## config.mk

```make
export PLATFORM = sky130hd
export DESIGN_NAME = inst_encoder
export DESIGN_NICKNAME = d
export VERILOG_FILES = /design/src/rtl/inst_encoder.sv
export SDC_FILE = /design/constraint.sdc
export NUM_CORES = 1
export LEC_CHECK = 0
export ABC_CLOCK_PERIOD_IN_PS = 5300
export BUFFER_PORTS_ARGS = -buffer_cell sky130_fd_sc_hd__buf_2
export CORE_MARGIN = 4
export CORE_UTILIZATION = 45
export DETAILED_ROUTE_END_ITERATION = 12
export SYNTH_ARGS = -nofsm -noshare
export SYNTH_HDL_FRONTEND = slang
export SYNTH_SLANG_ARGS = --single-unit
```

## constraint.sdc

```tcl
create_clock -name clk -period 5.3 [get_ports clk]
set_input_delay 0.53 -clock clk [delete_from_list [all_inputs] [get_ports clk]]
set_output_delay 0.53 -clock clk [all_outputs]
set_load 0.05 [all_outputs]
```

## src/rtl/inst_encoder.sv

```systemverilog
// inst_encoder: packs field-level RV32IM encode requests into 32-bit words,
// expands LI into LUI+ADDI, tags words with byte addresses and queues them
// in a small FIFO for the instruction-memory loader.
// Optional M extension: define INST_ENCODER_MULDIV_EN to accept MUL/MULH/
// MULHSU/MULHU in the R class; otherwise those codes are rejected.
// ALU code map (mirrors the core's ALU_* definitions):
//   0 ADD 1 SUB 2 SLL 3 SLT 4 SLTU 5 XOR 6 SRL 7 SRA 8 OR 9 AND
//   10 PASS_A 11 PASS_B 12 MUL 13 MULH 14 MULHSU 15 MULHU
module inst_encoder #(
  parameter int          DEPTH     = 4,
  parameter logic [31:0] BASE_ADDR = 32'h0
) (
  input  logic                     clk,
  input  logic                     rst,
  input  logic                     req_valid,
  output logic                     req_ready,
  input  logic [3:0]               req_op,
  input  logic [3:0]               req_alu,
  input  logic [2:0]               req_f3,
  input  logic [4:0]               req_rd,
  input  logic [4:0]               req_rs1,
  input  logic [4:0]               req_rs2,
  input  logic [31:0]              req_imm,
  output logic                     out_valid,
  input  logic                     out_ready,
  output logic [31:0]              out_instr,
  output logic [31:0]              out_addr,
  output logic                     err,
  output logic [1:0]               err_code,
  output logic [$clog2(DEPTH):0]   level
);

  localparam int AW = $clog2(DEPTH);
  localparam int LW = AW + 1;
  localparam logic [LW-1:0] DEPTH_L = LW'(DEPTH);

  // request classes
  localparam logic [3:0] OP_R      = 4'd0;
  localparam logic [3:0] OP_OPIMM  = 4'd1;
  localparam logic [3:0] OP_LOAD   = 4'd2;
  localparam logic [3:0] OP_STORE  = 4'd3;
  localparam logic [3:0] OP_BRANCH = 4'd4;
  localparam logic [3:0] OP_LUI    = 4'd5;
  localparam logic [3:0] OP_AUIPC  = 4'd6;
  localparam logic [3:0] OP_JAL    = 4'd7;
  localparam logic [3:0] OP_JALR   = 4'd8;
  localparam logic [3:0] OP_LI     = 4'd9;

  // ALU codes
  localparam logic [3:0] ALU_ADD  = 4'd0;
  localparam logic [3:0] ALU_SUB  = 4'd1;
  localparam logic [3:0] ALU_SLL  = 4'd2;
  localparam logic [3:0] ALU_SLT  = 4'd3;
  localparam logic [3:0] ALU_SLTU = 4'd4;
  localparam logic [3:0] ALU_XOR  = 4'd5;
  localparam logic [3:0] ALU_SRL  = 4'd6;
  localparam logic [3:0] ALU_SRA  = 4'd7;
  localparam logic [3:0] ALU_OR   = 4'd8;
  localparam logic [3:0] ALU_AND  = 4'd9;
`ifdef INST_ENCODER_MULDIV_EN
  localparam logic [3:0] ALU_MUL    = 4'd12;
  localparam logic [3:0] ALU_MULH   = 4'd13;
  localparam logic [3:0] ALU_MULHSU = 4'd14;
  localparam logic [3:0] ALU_MULHU  = 4'd15;
`endif

  // RV32 major opcodes
  localparam logic [6:0] OPC_R      = 7'b0110011;
  localparam logic [6:0] OPC_OPIMM  = 7'b0010011;
  localparam logic [6:0] OPC_LOAD   = 7'b0000011;
  localparam logic [6:0] OPC_STORE  = 7'b0100011;
  localparam logic [6:0] OPC_BRANCH = 7'b1100011;
  localparam logic [6:0] OPC_LUI    = 7'b0110111;
  localparam logic [6:0] OPC_AUIPC  = 7'b0010111;
  localparam logic [6:0] OPC_JAL    = 7'b1101111;
  localparam logic [6:0] OPC_JALR   = 7'b1100111;

  typedef enum logic [0:0] {IDLE = 1'b0, LI_LO = 1'b1} state_t;

  // funct3 for an ALU code (R and OP_IMM share it)
  function automatic logic [2:0] alu_f3(input logic [3:0] alu);
    case (alu)
      ALU_ADD, ALU_SUB: alu_f3 = 3'd0;
      ALU_SLL:          alu_f3 = 3'd1;
      ALU_SLT:          alu_f3 = 3'd2;
      ALU_SLTU:         alu_f3 = 3'd3;
      ALU_XOR:          alu_f3 = 3'd4;
      ALU_SRL, ALU_SRA: alu_f3 = 3'd5;
      ALU_OR:           alu_f3 = 3'd6;
      ALU_AND:          alu_f3 = 3'd7;
`ifdef INST_ENCODER_MULDIV_EN
      ALU_MUL:          alu_f3 = 3'd0;
      ALU_MULH:         alu_f3 = 3'd1;
      ALU_MULHSU:       alu_f3 = 3'd2;
      ALU_MULHU:        alu_f3 = 3'd3;
`endif
      default:          alu_f3 = 3'd0;
    endcase
  endfunction

  // funct7 for an R-class ALU code
  function automatic logic [6:0] r_f7(input logic [3:0] alu);
    case (alu)
      ALU_SUB, ALU_SRA: r_f7 = 7'h20;
`ifdef INST_ENCODER_MULDIV_EN
      ALU_MUL, ALU_MULH, ALU_MULHSU, ALU_MULHU: r_f7 = 7'h01;
`endif
      default:          r_f7 = 7'h00;
    endcase
  endfunction

  // ALU codes that have an R-class encoding
  function automatic logic r_legal(input logic [3:0] alu);
`ifdef INST_ENCODER_MULDIV_EN
    r_legal = (alu <= ALU_AND) || (alu >= ALU_MUL);
`else
    r_legal = (alu <= ALU_AND);
`endif
  endfunction

  // signed 12-bit immediate range
  function automatic logic fits_i(input logic [31:0] v);
    fits_i = ($signed(v) >= -32'sd2048) && ($signed(v) <= 32'sd2047);
  endfunction

  // state
  state_t               state_q, state_d;
  logic [4:0]           rd_q;
  logic [11:0]          lo_q;
  logic [31:0]          addr_q;
  logic [63:0]          mem_q [DEPTH];
  logic [AW-1:0]        wr_ptr_q, rd_ptr_q;
  logic [LW-1:0]        level_q, level_d;
  logic                 err_q;
  logic [1:0]           err_code_q;
  logic                 ready_q, ready_d;

  // encoder results
  logic [31:0]          enc_word;
  logic                 enc_bad;
  logic [1:0]           enc_code;
  logic                 enc_two;
  logic [19:0]          li_hi;
  logic                 is_shift;

  // control
  logic                 accept, pop, push;
  logic [31:0]          push_word;
  logic [31:0]          addi_word;

  // (imm + 0x800) >> 12 without carrying the unused low bits around
  assign li_hi     = req_imm[31:12] + {19'd0, req_imm[11]};
  assign is_shift  = (req_alu == ALU_SLL) || (req_alu == ALU_SRL) || (req_alu == ALU_SRA);
  assign addi_word = {lo_q, rd_q, 3'b000, rd_q, OPC_OPIMM};

  // range-check the request and pack it into an instruction word
  always_comb begin
    enc_word = 32'h0;
    enc_bad  = 1'b0;
    enc_code = 2'd0;
    enc_two  = 1'b0;
    case (req_op)
      OP_R: begin
        if (r_legal(req_alu)) begin
          enc_word = {r_f7(req_alu), req_rs2, req_rs1, alu_f3(req_alu), req_rd, OPC_R};
        end else begin
          enc_bad  = 1'b1;
          enc_code = 2'd1;
        end
      end
      OP_OPIMM: begin
        if ((req_alu > ALU_AND) || (req_alu == ALU_SUB)) begin
          enc_bad  = 1'b1;
          enc_code = 2'd1;
        end else if (is_shift) begin
          if (req_imm[31:5] != 27'd0) begin
            enc_bad  = 1'b1;
            enc_code = 2'd2;
          end else begin
            enc_word = {((req_alu == ALU_SRA) ? 7'h20 : 7'h00), req_imm[4:0], req_rs1,
                        alu_f3(req_alu), req_rd, OPC_OPIMM};
          end
        end else if (!fits_i(req_imm)) begin
          enc_bad  = 1'b1;
          enc_code = 2'd2;
        end else begin
          enc_word = {req_imm[11:0], req_rs1, alu_f3(req_alu), req_rd, OPC_OPIMM};
        end
      end
      OP_LOAD: begin
        if (fits_i(req_imm)) begin
          enc_word = {req_imm[11:0], req_rs1, req_f3, req_rd, OPC_LOAD};
        end else begin
          enc_bad  = 1'b1;
          enc_code = 2'd2;
        end
      end
      OP_STORE: begin
        if (fits_i(req_imm)) begin
          enc_word = {req_imm[11:5], req_rs2, req_rs1, req_f3, req_imm[4:0], OPC_STORE};
        end else begin
          enc_bad  = 1'b1;
          enc_code = 2'd2;
        end
      end
      OP_BRANCH: begin
        if (req_imm[0]) begin
          enc_bad  = 1'b1;
          enc_code = 2'd3;
        end else if (($signed(req_imm) < -32'sd4096) || ($signed(req_imm) > 32'sd4094)) begin
          enc_bad  = 1'b1;
          enc_code = 2'd2;
        end else begin
          enc_word = {req_imm[12], req_imm[10:5], req_rs2, req_rs1, req_f3,
                      req_imm[4:1], req_imm[11], OPC_BRANCH};
        end
      end
      OP_LUI: begin
        enc_word = {req_imm[31:12], req_rd, OPC_LUI};
      end
      OP_AUIPC: begin
        enc_word = {req_imm[31:12], req_rd, OPC_AUIPC};
      end
      OP_JAL: begin
        if (req_imm[0]) begin
          enc_bad  = 1'b1;
          enc_code = 2'd3;
        end else if (($signed(req_imm) < -32'sd1048576) || ($signed(req_imm) > 32'sd1048574)) begin
          enc_bad  = 1'b1;
          enc_code = 2'd2;
        end else begin
          enc_word = {req_imm[20], req_imm[10:1], req_imm[11], req_imm[19:12], req_rd, OPC_JAL};
        end
      end
      OP_JALR: begin
        if (fits_i(req_imm)) begin
          enc_word = {req_imm[11:0], req_rs1, 3'b000, req_rd, OPC_JALR};
        end else begin
          enc_bad  = 1'b1;
          enc_code = 2'd2;
        end
      end
      OP_LI: begin
        if (fits_i(req_imm)) begin
          enc_word = {req_imm[11:0], 5'd0, 3'b000, req_rd, OPC_OPIMM};
        end else begin
          enc_word = {li_hi, req_rd, OPC_LUI};
          enc_two  = (req_imm[11:0] != 12'd0);
        end
      end
      default: begin
        enc_bad  = 1'b1;
        enc_code = 2'd1;
      end
    endcase
  end

  // handshake, push source selection, next FSM state, occupancy and ready
  always_comb begin
    accept    = req_valid && ready_q;
    pop       = out_ready && (level_q != '0);
    push      = 1'b0;
    push_word = enc_word;
    state_d   = state_q;
    if (state_q == LI_LO) begin
      push      = (level_q < DEPTH_L);
      push_word = addi_word;
      state_d   = push ? IDLE : LI_LO;
    end else begin
      push      = accept && !enc_bad;
      push_word = enc_word;
      state_d   = (accept && !enc_bad && enc_two) ? LI_LO : IDLE;
    end
    case ({push, pop})
      2'b10:   level_d = level_q + LW'(1);
      2'b01:   level_d = level_q - LW'(1);
      default: level_d = level_q;
    endcase
    ready_d = (state_d == IDLE) && (level_d < DEPTH_L);
  end

  // FSM, LI latch, address counter, FIFO storage and error reporting
  always_ff @(posedge clk) begin
    if (rst) begin
      state_q    <= IDLE;
      rd_q       <= 5'd0;
      lo_q       <= 12'd0;
      addr_q     <= BASE_ADDR;
      wr_ptr_q   <= '0;
      rd_ptr_q   <= '0;
      level_q    <= '0;
      err_q      <= 1'b0;
      err_code_q <= 2'd0;
      ready_q    <= 1'b0;
      for (int i = 0; i < DEPTH; i++) begin
        mem_q[i] <= 64'd0;
      end
    end else begin
      state_q <= state_d;
      if (accept && !enc_bad && enc_two) begin
        rd_q <= req_rd;
        lo_q <= req_imm[11:0];
      end
      if (push) begin
        mem_q[wr_ptr_q] <= {addr_q, push_word};
        wr_ptr_q        <= wr_ptr_q + AW'(1);
        addr_q          <= addr_q + 32'd4;
      end
      if (pop) begin
        rd_ptr_q <= rd_ptr_q + AW'(1);
      end
      level_q <= level_d;
      err_q   <= accept && enc_bad;
      if (accept && enc_bad) begin
        err_code_q <= enc_code;
      end
      ready_q <= ready_d;
    end
  end

  assign req_ready = ready_q;
  assign out_valid = (level_q != '0);
  assign out_instr = mem_q[rd_ptr_q][31:0];
  assign out_addr  = mem_q[rd_ptr_q][63:32];
  assign err       = err_q;
  assign err_code  = err_code_q;
  assign level     = level_q;

endmodule
```

-- After elaboration in Yosys (flattened, before gate mapping)
Memories as Yosys holds them, arrays and structs flattened. A register that Yosys moved wholly into a read port is not among the register bits.
Cells that the tools add are included.
- add/subtract/negate cells: 6
- order comparisons: 10
- eq/ne operators: 15
- multiplexer cells: 54
- bitwise gates (word level): 1
- reduce and logical (&&, ||, !) cells: 21
- operators by type and width (cell ; number):
    $mux W32 ; 12
    $pmux W32 S10 ; 1
    $mux W64 ; 1
    $reduce_or A64 Y1 ; 1
    $mux W31 ; 2
    $add A32 B3 Y32 const B ; 1
    $ge A32 B12 Y1 const B ; 1
    $gt A32 B13 Y1 const B ; 1
    $gt A32 B21 Y1 const B ; 1
    $le A32 B12 Y1 const B ; 1
    $lt A32 B13 Y1 const B ; 1
    $lt A32 B21 Y1 const B ; 1
    $reduce_bool A27 Y1 ; 1
    $eq A4 B3 Y1 const B ; 6
    $mux W1 ; 22
    $mux W2 ; 11
    $add A20 B1 Y20 ; 1
    $eq A4 B2 Y1 const B ; 3
    $mux W6 ; 2
    $pmux W2 S6 ; 1
    $reduce_bool A12 Y1 ; 1
    $eq A4 B1 Y1 const B ; 2
    $eq A4 B4 Y1 const B ; 2
    $logic_and A1 B1 Y1 ; 7
    other kinds (17) ; 24
- register bits after elaboration: 61
- memory bits (writable): 256
- ROM bits: 144
- input bits: 62
- output and inout port bits: 72
- word-level logic and storage cells: 121
- memories kept: 4
- memories (name ; words ; bits a word ; read ports ; clocked after memory_dff ; wr ports ; RTL line ; text):
    mem_q ; 4 ; 64 ; 1 ; 1 ; 4 ; 131 ; logic [63:0] mem_q [DEPTH];
    (no name shown) ; 16 ; 3 ; 1 ; 0 ; 0 ; 82 ; case (alu)
    (no name shown) ; 16 ; 3 ; 1 ; 0 ; 0 ; 82 ;
    (no name shown) ; 16 ; 3 ; 1 ; 0 ; 0 ; 82 ;

-- Depth between registers and ports, before layout
Gate-level depths: netlist (run 1).
- word-level depth: 14
- mapped depth: 19

-- Worst setup path after synthesis (run 1)
Ideal clock, no wire load.
- kind: input port to flip-flop
- start point: in req_imm[11]
- end point: mem mem_q[0][0], enable pin
- library setup time: 0.673 ns
- arrival time: 4.029 ns
- slack: 0.598 ns
- stages on the path: 14
- path through: ha_1 and4_1 clkbuf_1 nand3_1 nor4_1 or3_1 buf_2 or3_1 a32o_1 buf_4 buf_2 nand2_1 buf_2 nand2_1
- RTL lines (what ; RTL line ; text):
    from (decl) ; 23 ; input logic [31:0] req_imm,
    to (decl) ; 131 ;

==> impl_metrics.ini, run 1 <==
[timing]
whs_ns = 0.252
fin_crit_ns = 3.57
tightest_slew_ns = 1.14
setup-tns-final_ns = 0
fmax_mhz = 280
fin_crit_sh = 0.673
setup_violations = 0
relSlewSlack = 0.222
slew_viol_final = 0
finalClockSkew_ns = 0.0155
rsz0062_at_grt = no
hold_viol = 0

[drt]
route.detailed.drc = 0
routed_wl_microns = 40000
avgViaCountPerCell = 5.87
drtIter0Drc = 927
wl_per_cell_microns = 21.9
vias = 10700
drt-pass1-iter-count = 5
ant_nets = 0

[clock_network]
cts.htree.levels = 1
postCtsSetupBuffers = 0
cts_resized = 0
cts.sinks = 305
clk_latency_ns = 0.57
cts.clk_slew.worst_paths_ns = 0.06
cts_made_buffers = 31
root_buffer = clkbuf_16
holdBufCountCts = 0
cts_tree = done
cts.path.max_buffers = 3

[yosys]
syn_avg_cell_area_sq_um = 11.9
yosysSeqAreaShare = 0.572
syn-cell-area_sq_um = 14900
synth_edf_count = 244
synth.area.mux_share = 0.106
synth.distinct_cells = 77
yosysTopAreaCell = edfxtp_1
synth_top_family_by_area = simple AND/OR/NAND/NOR gates
synth_area_leaders = edfxtp_1, mux4_2, dfxtp_1
syn_inst = 1259
yosys.area_share.simple = 0.191
synth_seq_cells = 305
synthAdderAreaFrac = 0.00636
synth-main-ff-cell = edfxtp_1
ys_warn_count = 0
synth_compound_area_frac = 0.0834
synth_top_area_share = 0.490
synthXorXnorAreaFrac = 0.00879
synth-async-reset-ratio = 0

[place]
gp_congestion = 0.941
io_buffers = 131
hpwl_microns = 27000

[grt]
grt_max_degree = 65
grt_usage = 0.220
grt_pass1_wl_microns = 62700
antenna_found_initial = 0
overflow = 0
first_global_vias = 10700

[worst_setup_path]
ff2ff_setup_slack_ns = 2.52
critical_path_required_ns = 5.58
r2r_end = addr_q[28]
critPathLaunchType = primary input
r2r_start = addr_q[5]
worstSetupPathType = in -> reg
worst_r2r_path_depth = 8
endpoint_kind = flop
cp.arrival_ns = 3.85
crit_fanout = 33

[floorplanning]
core_area_sq_um = 32600
ioPinCount = 134
chipHeight_microns = 190
rows = 66
initial_core_util = 0.458
die_x_microns = 190
die_area_sq_um = 36200

[min_path]
min_from = req_rd[1]
min_to = rd_q[1]
whs_path_depth = 3
worstHoldPathType = in -> reg

[cells_and_area]
drive_above_1_share = 0.207
n_antenna_cell = 0
syn2layout_area_growth_pct = 14.0
nFillCells = 2901
num-nets-final = 1428

[flow_run]
cap_violations = 0

[status]
status = complete, no violations

[power_and_ir_drop]
max-vdd-ir-drop_mv = 0.227
pwr_density_cell_nw_per_um2 = 359
leakage_nw = 6.08
-- state kept, by name (all words and copies together) (netlist names), named ones only --
| signal | count |
|---|---|
| err_code | 2 |
| req_ready | 1 |
| wr_ptr_q | 2 |
| mem_q | 244 |
| addr_q | 30 |
| level | 3 |
| rd_ptr_q | 2 |
| state_q | 1 |
| lo_q | 12 |
| err | 1 |
| rd_q | 5 |
-- final cells by class --
| cell class | instances | area (sq um) | area share |
|---|---|---|---|
| inverter | 27 | 104 | 0.00610 |
| clock inverter | 15 | 168 | 0.00984 |
| sequential | 305 | 8550 | 0.502 |
| timing repair buffer | 158 | 871 | 0.0511 |
| clock buffer | 42 | 827 | 0.0485 |
| multi-input combinational | 836 | 5960 | 0.350 |
| tap | 442 | 553 | 0.0325 |
-- routing by layer --
metal	track usage	part of all wire	vias to the layer above
met2	0.364	0.48	361
met5	0	0	-
li1	-	-	4977
met4	0.0453	0.018	0
met3	0.0300	0.062	42
met1	0.317	0.44	5328
-- cells in the mapped netlist (5+ instances only) --
library cell    n
or4_1           9
ha_1            6
and2_1         68
nand2b_1       12
xnor2_1        11
nor2_1        151
o21a_1          5
a21o_1          7
nand4_1        18
nor3_1         56
mux2i_1        20
nor2b_1        12
a221o_1         8
inv_1          25
buf_2          12
or3_1          22
a21oi_1        48
nand3_1        29
and4_1          8
dfxtp_1        61
o211ai_1        7
a211oi_1        5
mux4_2         61
nor4_1         24
and3_1         63
edfxtp_1      244
o31ai_1        10
nand2_1        62
clkbuf_1       66
buf_1           9
o21ai_0        45
-- stage by stage --
| step | cell area (sq um) | setup WS (ns) | power, mW | std cells | util |
|---|---|---|---|---|---|
| 5_1_grt | 17000 | 1.52 | 6.35 | 1825 | 0.522 |
| 3_5_place_dp | 16000 | 1.19 | 4.05 | 1768 | 0.492 |
| 6_report | 17000 | 1.73 | 6.12 | 1825 | 0.522 |
| 3_3_place_gp | 16000 | 1.29 | 4.04 | 1768 | 0.492 |
| 4_1_cts | 17000 | 1.75 | 6.18 | 1825 | 0.522 |
| 2_1_floorplan | 15000 | 0.598 | 3.72 | 1260 | - |
-- worst max path at each step --
stage | startpoint | end | slack (ns) | cells after the start
2_1_floorplan | req_imm[11] | mem_q[0][0] | 0.60 | 14
3_3_place_gp | req_imm[30] | mem_q[0][18] | 1.29 | 11
3_5_place_dp | req_imm[11] | mem_q[3][25] | 1.19 | 12
4_1_cts | flop | out_addr[29] | 1.75 | 3
5_1_grt | req_imm[30] | mem_q[3][25] | 1.52 | 11
6_report | req_imm[11] | mem_q[3][25] | 1.73 | 12
-- critical path, stage by stage --
cell,delay [ns]
buf_2,0.16
ha_1,0.28
and4_1,0.31
nand3_1,0.15
nor4_1,0.07
or3_1,0.36
or3_1,0.40
a32o_2,0.34
buf_4,0.25
nand2_2,0.43
buf_4,0.42
nor3_1,0.12
-- power breakdown --
| part | leakage, nW | switching (mW) | internal [mW] |
|---|---|---|---|
| registers | 2.97 | 0.109 | 2.68 |
| clock network | 0.479 | 0.903 | 1.24 |
| logic | 2.63 | 0.816 | 0.378 |
| total | 6.08 | 1.83 | 4.30 |
-- cells in the final DEF, fill, tap and decap left out, types with 4 or more instances in the layout --
cell type | Yosys | routed
edfxtp_1 | 244 | 244
nor2_1 | 151 | 151
buf_2 | 12 | 131
and2_1 | 68 | 68
and3_1 | 63 | 63
mux4_2 | 61 | 61
dfxtp_1 | 61 | 59
nand2_1 | 62 | 58
nor3_1 | 56 | 55
a21oi_1 | 48 | 48
o21ai_0 | 45 | 45
clkbuf_16 | 0 | 31
nand3_1 | 29 | 29
buf_4 | 4 | 26
inv_1 | 25 | 25
or3_1 | 22 | 22
nor4_1 | 24 | 22
mux2i_1 | 20 | 20
nand4_1 | 18 | 18
nand2b_1 | 12 | 12
nor2b_1 | 12 | 12
xnor2_1 | 11 | 11
o31ai_1 | 10 | 10
clkbuf_1 | 66 | 10
or4_1 | 9 | 9
and4_1 | 8 | 8
a221o_1 | 8 | 8
clkinv_1 | 1 | 7
o211ai_1 | 7 | 7
a21o_1 | 7 | 6
ha_1 | 6 | 6
o21a_1 | 5 | 5
a211oi_1 | 5 | 5
or2_2 | 4 | 4
nand2_2 | 0 | 4
a2111oi_0 | 4 | 4
xor2_1 | 4 | 4
-- cell families after synthesis --
family          Yosys count
other cells               1
xor+xnor                 15
mux                      82
compound gates          183
fa+ha+maj                 7
buf+inv                 119
simple gates            547
flops                   305
No activity file was read; power rests on OpenSTA's default activity.
==> run 2, diff against run 1 <==
--- a/config.mk
+++ b/config.mk
@@ -5,7 +5,7 @@
 export SDC_FILE = /design/constraint.sdc
 export NUM_CORES = 1
 export LEC_CHECK = 0
-export ABC_CLOCK_PERIOD_IN_PS = 5300
+export ABC_CLOCK_PERIOD_IN_PS = 3400
 export BUFFER_PORTS_ARGS = -buffer_cell sky130_fd_sc_hd__buf_2
 export CORE_MARGIN = 4
 export CORE_UTILIZATION = 45
==> constraint.sdc (replaced) <==
create_clock -name clk -period 3.4 [get_ports clk]
set_input_delay 0.34 -clock clk [delete_from_list [all_inputs] [get_ports clk]]
set_output_delay 0.34 -clock clk [all_outputs]
set_load 0.05 [all_outputs]
==> impl_metrics.ini, run 2 (synthesized netlist as in run 1, its figures left out) <==
[clock_network]
cts_resized = 0
cts.path.max_buffers = 3
cts_made_buffers = 31
cts.clk_slew.worst_paths_ns = 0.06
holdBufCountCts = 0
postCtsSetupBuffers = 0
root_buffer = clkbuf_16
cts.htree.levels = 1
cts.sinks = 305
clk_latency_ns = 0.56
cts_tree = done

[worst_setup_path]
critical_path_required_ns = 3.81
endpoint_kind = flop
cp.arrival_ns = 3.20
crit_fanout = 5
critPathLaunchType = primary input
worstSetupPathType = in -> reg

[place]
io_buffers = 131
dp_slack_ns = 0.0587
gp_congestion = 0.965
hpwl_microns = 27900

[drt]
dr_wl_met3_microns = 2730
routed_wl_microns = 40400
maxUsedRoutingLayer = met4
vias = 11000
avgViaCountPerCell = 5.82
met2_length_microns = 18800
route.detailed.drc = 0
drtIter0Drc = 936
wl_per_cell_microns = 21.3
wl_met1_microns = 17800
drt-pass1-iter-count = 4
ant_nets = 0

[timing]
setup_violations = 0
relSlewSlack = 0.480
whs_ns = 0.0589
finalClockSkew_ns = 0.0221
fmax_mhz = 358
tightest_slew_ns = 0.780
fin_crit_ns = 2.79
rsz0062_at_grt = no
hold_viol = 0
fin_crit_sh = 0.821
fin_ws_ns = 0.609
setup-tns-final_ns = 0
slew_viol_final = 0

[cells_and_area]
fin_util = 0.542
largest_register_ffs = 244
syn2layout_area_growth_pct = 18.2
final_common_cell = edfxtp_1
nFillCells = 2830
drive_above_1_share = 0.246
num-nets-final = 1493
layout_common_cells = edfxtp_1, nor2_1, buf_2
top_register = mem_q
reg.largest.list = mem_q: 244 flops, addr_q: 30 flops, lo_q: 12 flops

[floorplanning]
die_area_sq_um = 36200
ioPinCount = 134
die_x_microns = 190
initial_core_util = 0.458
rows = 66
chipHeight_microns = 190
core_area_sq_um = 32600

[power_and_ir_drop]
max-vdd-ir-drop_mv = 0.351
leakage_nw = 6.41
pwr_density_cell_nw_per_um2 = 533

[status]
status = complete, no violations

[grt]
antenna_found_initial = 0
grt_max_degree = 64
grt_pass1_wl_microns = 63200
overflow = 0
grt_usage = 0.221
first_global_vias = 10900

[flow_run]
cap_violations = 0

[min_path]
worstHoldPathType = in -> reg
run 2: changes by cell type in the layout (fill, tap and decap cells not counted), sizes merged:
| cell | change |
|---|---|
| buf | +65 |
| bufinv | -3 |
| clkinv | +1 |
| clkbuf | +1 |
| diode | +1 |
| clkinvlp | +2 |
run 2: worst paths after layout:
| path | startpoint | end | slack, ns | cells after the start |
|---|---|---|---|---|
| max | req_imm[30] | mem_q[1][13] | 0.61 | 11 |
| max reg2reg | addr_q[5] | addr_q[28] | 0.85 | 9 |
| min reg2reg | addr_q[11] | addr_q[11] | 0.48 | 2 |
| min | req_rd[3] | rd_q[3] | 0.06 | 3 |
run 2: critical path: stages:
cell and delay [ns]:
buf_2 0.12, nor4_1 0.48, nand2_1 0.20, buf_4 0.19, or4_1 0.61, nor2b_1 0.19
o21ai_0 0.17, a222oi_1 0.25, buf_4 0.21, a211oi_2 0.24, and3_1 0.20
run 2: metal layers:
layer	global-route usage	up-vias
met2	0.354	402
met1	0.325	5432
met3	0.0278	62
met4	0.0561	0
met5	0	-
li1	-	5112
run 2: power by group:
group          internal [mW]  switching, mW
clock network           1.71           1.41
registers               4.17          0.117
logic                  0.668           1.35
run 2: layout make-up:
cell class | count | area, sq um | area share
antenna | 1 | 2.50 | 0.000142
clock inverter | 15 | 86.3 | 0.00489
tap | 442 | 553 | 0.0313
sequential | 305 | 8550 | 0.484
multi-input combinational | 836 | 6020 | 0.341
clock buffer | 43 | 831 | 0.0470
timing repair buffer | 223 | 1520 | 0.0861
inverter | 27 | 104 | 0.00588
run 2: stage by stage:
step / instance area [sq um] / power (mW) / cells
final: 17700 / 9.42 / 1892
after floorplan: 15100 / 5.80 / 1260
after global placement: 16700 / 6.40 / 1833
after detailed placement: 16700 / 6.41 / 1833
after CTS: 17700 / 9.51 / 1891
after global routing: 17700 / 9.78 / 1891
